==> src/rtl/lot_gate_monitor_if.sv <==
// Sensor/status bundle for lot_gate_monitor: per-lane a/b sensors and clr in,
// per-lane enter/exit pulses plus occupancy status out.
interface lot_gate_monitor_if #(
  parameter int LANES = 2,
  parameter int CW    = 5
);
  logic [LANES-1:0] a;
  logic [LANES-1:0] b;
  logic             clr;
  logic [LANES-1:0] incr;
  logic [LANES-1:0] decr;
  logic [CW-1:0]    count;
  logic             full;
  logic             empty;
  logic             overflow;
  logic             underflow;

  modport slave (
    input  a, b, clr,
    output incr, decr, count, full, empty, overflow, underflow
  );

  modport master (
    output a, b, clr,
    input  incr, decr, count, full, empty, overflow, underflow
  );
endinterface

==> src/rtl/lot_gate_monitor.sv <==
// Multi-lane parking gate monitor: per-lane direction FSMs feeding a shared
// saturating occupancy counter. Define LOT_SYNC_EN to add 2-flop sensor synchronisers.
module lot_gate_lane (
  input  logic clk,
  input  logic reset,
  input  logic i_a,
  input  logic i_b,
  output logic o_incr,
  output logic o_decr
);
  typedef enum logic [2:0] {IDLE, EN1, EN2, EN3, EX1, EX2, EX3} state_t;

  state_t     r_state;
  logic       r_incr;
  logic       r_decr;
  logic [1:0] w_ab;

`ifdef LOT_SYNC_EN
  logic [1:0] r_a_s;
  logic [1:0] r_b_s;

  always_ff @(posedge clk or posedge reset) begin
    if (reset) begin
      r_a_s <= '0;
      r_b_s <= '0;
    end else begin
      r_a_s <= {r_a_s[0], i_a};
      r_b_s <= {r_b_s[0], i_b};
    end
  end

  assign w_ab = {r_a_s[1], r_b_s[1]};
`else
  assign w_ab = {i_a, i_b};
`endif

  always_ff @(posedge clk or posedge reset) begin
    if (reset) begin
      r_state <= IDLE;
      r_incr  <= 1'b0;
      r_decr  <= 1'b0;
    end else begin
      r_incr <= 1'b0;
      r_decr <= 1'b0;
      case (r_state)
        IDLE: if (w_ab == 2'b10) r_state <= EN1;
              else if (w_ab == 2'b01) r_state <= EX1;
        EN1:  if (w_ab == 2'b11) r_state <= EN2;
              else if (w_ab != 2'b10) r_state <= IDLE;
        EN2:  if (w_ab == 2'b01) r_state <= EN3;
              else if (w_ab == 2'b10) r_state <= EN1;
        EN3:  if (w_ab == 2'b00) begin
                r_state <= IDLE;
                r_incr  <= 1'b1;
              end else if (w_ab == 2'b11) r_state <= EN2;
        EX1:  if (w_ab == 2'b11) r_state <= EX2;
              else if (w_ab != 2'b01) r_state <= IDLE;
        EX2:  if (w_ab == 2'b10) r_state <= EX3;
              else if (w_ab == 2'b01) r_state <= EX1;
        EX3:  if (w_ab == 2'b00) begin
                r_state <= IDLE;
                r_decr  <= 1'b1;
              end else if (w_ab == 2'b11) r_state <= EX2;
        default: r_state <= IDLE;
      endcase
    end
  end

  assign o_incr = r_incr;
  assign o_decr = r_decr;
endmodule

module lot_gate_monitor #(
  parameter int LANES    = 2,
  parameter int CAPACITY = 16,
  localparam int CW      = $clog2(CAPACITY + 1)
) (
  input  logic               clk,
  input  logic               reset,
  lot_gate_monitor_if.slave  bus
);
  // Wide enough that count+net never wraps for any lane count
  localparam int NW = CW + LANES + 1;
  localparam logic signed [NW-1:0] CAP_S = NW'(CAPACITY);
  localparam logic        [CW-1:0] CAP_U = CW'(CAPACITY);

  logic [LANES-1:0]        w_incr;
  logic [LANES-1:0]        w_decr;
  logic signed [NW-1:0]    w_net;
  logic signed [NW-1:0]    w_sum;
  logic [CW-1:0]           r_count;
  logic                    r_overflow;
  logic                    r_underflow;

  lot_gate_lane u_lane [LANES-1:0] (
    .clk    (clk),
    .reset  (reset),
    .i_a    (bus.a),
    .i_b    (bus.b),
    .o_incr (w_incr),
    .o_decr (w_decr)
  );

  always_comb begin
    w_net = '0;
    for (int i = 0; i < LANES; i++) begin
      w_net = w_net + $signed({{(NW-1){1'b0}}, w_incr[i]})
                    - $signed({{(NW-1){1'b0}}, w_decr[i]});
    end
    w_sum = $signed({{(NW-CW){1'b0}}, r_count}) + w_net;
  end

  always_ff @(posedge clk or posedge reset) begin
    if (reset) begin
      r_count     <= '0;
      r_overflow  <= 1'b0;
      r_underflow <= 1'b0;
    end else if (bus.clr) begin
      r_count     <= '0;
      r_overflow  <= 1'b0;
      r_underflow <= 1'b0;
    end else if (w_sum > CAP_S) begin
      r_count    <= CAP_U;
      r_overflow <= 1'b1;
    end else if (w_sum[NW-1]) begin
      r_count     <= '0;
      r_underflow <= 1'b1;
    end else begin
      r_count <= w_sum[CW-1:0];
    end
  end

  assign bus.incr      = w_incr;
  assign bus.decr      = w_decr;
  assign bus.count     = r_count;
  assign bus.full      = (r_count == CAP_U);
  assign bus.empty     = (r_count == '0);
  assign bus.overflow  = r_overflow;
  assign bus.underflow = r_underflow;
endmodule

==> src/flat_wrapper.sv <==
// flat-port wrapper written by rule: the top's interface ports become plain ports
module lot_gate_monitor_flat 
#(
  parameter int LANES    = 2,
  parameter int CAPACITY = 16,
  localparam int CW      = $clog2(CAPACITY + 1)
)
  (clk, reset, bus_a, bus_b, bus_clr, bus_incr, bus_decr, bus_count, bus_full, bus_empty, bus_overflow, bus_underflow);
  lot_gate_monitor_if #(.LANES(LANES), .CW(5)) bus_i ();
  input  logic clk;
  input  logic reset;
  input wire logic [$bits(bus_i.a)-1:0] bus_a;
  input wire logic [$bits(bus_i.b)-1:0] bus_b;
  input wire logic [$bits(bus_i.clr)-1:0] bus_clr;
  output wire logic [$bits(bus_i.incr)-1:0] bus_incr;
  output wire logic [$bits(bus_i.decr)-1:0] bus_decr;
  output wire logic [$bits(bus_i.count)-1:0] bus_count;
  output wire logic [$bits(bus_i.full)-1:0] bus_full;
  output wire logic [$bits(bus_i.empty)-1:0] bus_empty;
  output wire logic [$bits(bus_i.overflow)-1:0] bus_overflow;
  output wire logic [$bits(bus_i.underflow)-1:0] bus_underflow;
  assign bus_i.a = bus_a;
  assign bus_i.b = bus_b;
  assign bus_i.clr = bus_clr;
  assign bus_incr = bus_i.incr;
  assign bus_decr = bus_i.decr;
  assign bus_count = bus_i.count;
  assign bus_full = bus_i.full;
  assign bus_empty = bus_i.empty;
  assign bus_overflow = bus_i.overflow;
  assign bus_underflow = bus_i.underflow;
  lot_gate_monitor #(.LANES(LANES), .CAPACITY(CAPACITY)) u_core (.clk(clk), .reset(reset), .bus(bus_i));
endmodule
==> config.mk <==
export PLATFORM = sky130hd
export DESIGN_NAME = lot_gate_monitor_flat
export DESIGN_NICKNAME = d
export VERILOG_FILES = /design/src/rtl/lot_gate_monitor_if.sv /design/src/rtl/lot_gate_monitor.sv /design/src/flat_wrapper.sv
export SDC_FILE = /design/constraint.sdc
export NUM_CORES = 1
export LEC_CHECK = 0
export ABC_AREA = 1
export CORE_UTILIZATION = 35
export CTS_BUF_LIST = sky130_fd_sc_hd__clkbuf_2 sky130_fd_sc_hd__clkbuf_4 sky130_fd_sc_hd__clkbuf_8
export DETAILED_ROUTE_END_ITERATION = 16
export PLACE_DENSITY = 0.61
export SYNTH_ARGS = -nofsm -noshare
export SYNTH_HDL_FRONTEND = slang
export SYNTH_SLANG_ARGS = --single-unit
==> constraint.sdc <==
create_clock -name clk -period 3 [get_ports clk]
set_input_delay 0.6 -clock clk [delete_from_list [all_inputs] [get_ports clk]]
set_output_delay 0.6 -clock clk [all_outputs]
set_load 0.1 [all_outputs]
==> flow_metrics.py <==
metrics = {
    "outcome": {
        "status": "completed",
    },
    "sta": {
        "fin_skew_ns": 0.002034,
        "finalWorstSetupSlack_ns": 0.4027,
        "drv_slew": 0,
        "rsz0062_at_grt": "no",
        "setup_viol_count_final": 0,
        "finalHoldViolations": 0,
        "max_freq_mhz": 385.0,
        "fin_setup_tns_ns": 0,
        "min_period_over_period_pct": 86.58,
        "worstMarginPinSlew_ns": 0.6412,
        "timing.slew.headroom_pct": 57.20,
        "period_needed_ns": 2.597,
    },
    "synthesis": {
        "synthCells": 218,
        "yosysUniqueCellTypes": 25,
        "ys_top_cells_by_area": "dfrtp_1, ha_1, nand2_1, inv_1, nor2_1",
        "yosys.area.top_type_share_pct": 26.77,
        "yosysWarnings": 0,
        "async_reset_ff_share_pct": 100.0,
        "synth-seq-cells": 17,
        "synth_fp_nets": 251,
        "synth.largest_area_cell": "dfrtp_1",
        "synth_most_common_cell": "nand2_1",
        "ys_top_cells_by_count": "nand2_1, inv_1, ha_1",
        "synthesis.area_sq_um": 1589,
        "synth_edf_count": 0,
        "seq_area_frac_synth_pct": 26.77,
        "ys.flop_type": "dfrtp_1",
        "syn_area_per_cell_sq_um": 7.289,
    },
    "power": {
        "internal-power_uw": 647.4,
        "leakagePower_uw": 0.0009774,
        "ir_worst_vdd_v": 0.0002901,
        "p_switching_uw": 782.6,
        "pwr-share-clk_pct": 11.5,
        "power_density_nw_per_um2": 784.4,
        "combPwrFrac_pct": 61.4,
        "switching_share_pct": 54.73,
        "p_seq_share_pct": 27.1,
    },
    "global_route": {
        "grt_max_degree": 18,
        "grt-ovfl-total": 0,
        "antenna_found_initial": 0,
        "grt_use_total_pct": 13.08,
        "grt_pass1_vias": 1264,
        "grt_pass1_wl_microns": 5278,
    },
    "clocking": {
        "post_cts_resized": 0,
        "clock-root-buffer": "clkbuf_8",
        "clk_path_buf_depth": 2,
        "postCtsSetupRepairBufs": 0,
        "clk_latency_ns": 0.25,
        "path_clk_slew_ns": 0.06,
        "ctsHtreeMaxLevel": 1,
        "numCtsBuffers": 3,
        "tritoncts": "built",
        "cts.sinks": 17,
        "cts_hold_buf": 0,
    },
    "cells_and_area": {
        "nNetsFinal": 270,
        "fillCellCount": 469,
        "multiInputGateArea_sq_um": 963.4,
        "regArea_sq_um": 425.4,
        "antenna_cells": 0,
        "area_growth_pct": 14.72,
        "drive_above_1_share_pct": 14.83,
    },
    "setup_path": {
        "critPathRequiredTime_ns": 3.14,
        "start_kind": "flip-flop",
        "startpoint": "u_core.u_lane[0].o_incr",
        "crit_chain": "inv_1 -> ha_1 -> ha_1 -> fa_1 -> fa_1 -> nand3b_1 -> nand2_1 -> a21oi_1 -> nor2_1 -> nand2_1 -> nand2_1 -> inv_1",
        "rr_startpoint": "u_core.u_lane[0].o_incr",
        "crit_type": "flip-flop to flip-flop",
        "cp_slowest_stage_delay_ns": 0.40,
        "cpMostUsedCell": "nand2_1",
        "crit_fanout": 2,
        "arrival_ns": 2.74,
        "crit_slowest_cell": "fa_1",
        "crit_path_end_kind": "flip-flop",
    },
    "drt": {
        "wirelength_microns": 2909,
        "wl_per_cell_microns": 10.10,
        "dr.pass1.iters": 5,
        "vias": 1357,
        "ant_nets": 0,
        "via_per_inst": 4.712,
        "drt_iter0_drc": 62,
        "drc": 0,
    },
    "floorplan": {
        "dieHeight_microns": 69.38,
        "rows": 24,
        "core-area_sq_um": 4354,
        "dieArea_sq_um": 4814,
        "die_w_microns": 69.38,
        "start_util_pct": 36.49,
        "io_pins": 20,
    },
    "placed_design": {
        "hpwlAfterDp_microns": 2445,
        "place_ws_ns": 0.4170,
        "port_buffers": 19,
        "gp_congestion": 0.8888,
    },
    "worst_hold_path": {
        "hp-class": "flip-flop to flip-flop",
        "hp-start": "u_core.bus.underflow",
    },
    "flow_run": {
        "cap_violations": 0,
    },
}
[sequential cells by signal, indices dropped and copies added (netlist names)]
register / count
u_core.bus.underflow: 1
u_core.u_lane.o_incr: 2
u_core.u_lane.r_state: 6
u_core.bus.count: 5
u_core.u_lane.o_decr: 2
u_core.bus.overflow: 1
[worst max-delay path, delay by kind of cell, from the launching register on]
kind	cells	cell delay, ns
adder cells (fa/ha/maj)	4	1.38
AND/OR/NAND/NOR	5	0.61
buffers and inverters	2	0.09
AO/OA/AOI/OAI	1	0.07
flip-flops	1	0.34
[cell usage in the layout, fill, tap and decap left out, drive strengths merged]
cell type,netlist,layout
nor2,23,23
o2111ai,1,1
clkinv,0,1
nand4,6,6
o21ai,11,11
nand2,47,47
inv,44,44
buf,5,13
nor3,7,7
nand3b,3,3
a31oi,1,1
nand3,18,18
clkdlybuf4s50,0,6
dfrtp,17,17
fa,3,3
xnor2,1,1
clkbuf,0,3
a21oi,8,8
ha,23,23
[metal layers]
layer  GRT usage, %  vias to the layer above  part of all wire (%)
met1          17.39                      602                    49
met3          1.017                        2                   3.1
met2          22.55                       29                    47
met5              0                        -                     0
met4          4.082                        0                  0.69
li1               -                      724                     -
[area by class of cell]
| type | count | share of cell area [%] |
|---|---|---|
| Clock buffer | 3 | 2.265 |
| Clock inverter | 1 | 0.2745 |
| Inverter | 44 | 9.060 |
| Multi-Input combinational cell | 152 | 52.85 |
| Sequential cell | 17 | 23.34 |
| Tap cell | 52 | 3.569 |
| Timing Repair Buffer | 19 | 8.648 |
[through the flow]
step / total power (uW) / utilization, % / cells / hold slack, ns / area, sq um
2_1_floorplan: 1099 / - / 218 / 0.5261 / 1589
3_3_place_gp: 1264 / 40.80 / 284 / 0.4965 / 1777
3_5_place_dp: 1264 / 40.80 / 284 / 0.4818 / 1777
4_1_cts: 1434 / 41.87 / 288 / 0.5038 / 1823
5_1_grt: 1560 / 41.87 / 288 / 0.5447 / 1823
6_report: 1430 / 41.87 / 288 / 0.5025 / 1823
[path summary, 6_finish.rpt]
kind	endpoint	slack, ns	cells after the start
hold / removal	u_core.bus.underflow	0.50	2
setup / recovery	u_core.bus.count[4]	0.40	12
hold reg to reg	u_core.bus.underflow	0.50	2
max in group asynchronous	u_core.u_lane[0].r_state[0]	1.85	2
min in group asynchronous	u_core.u_lane[1].o_incr	0.73	2
setup reg to reg	u_core.bus.count[4]	0.40	12
[power by group through the flow]
stage	clock (uW)	combinational, uW	sequential, uW
2_1_floorplan	0	605	494
3_3_place_gp	0	873	390
3_5_place_dp	0	874	390
4_1_cts	171	877	385
5_1_grt	183	975	402
6_report	165	878	387
[cell families after synthesis]
kind of cell / count (synthesis) / share of synthesized area (%)
xor+xnor: 1 / 0.5513
simple gates: 104 / 30.55
compound gates: 21 / 7.638
buf+inv: 49 / 12.60
flops: 17 / 26.77
fa+ha+maj: 26 / 21.89
(Power assumes the default switching activity.)
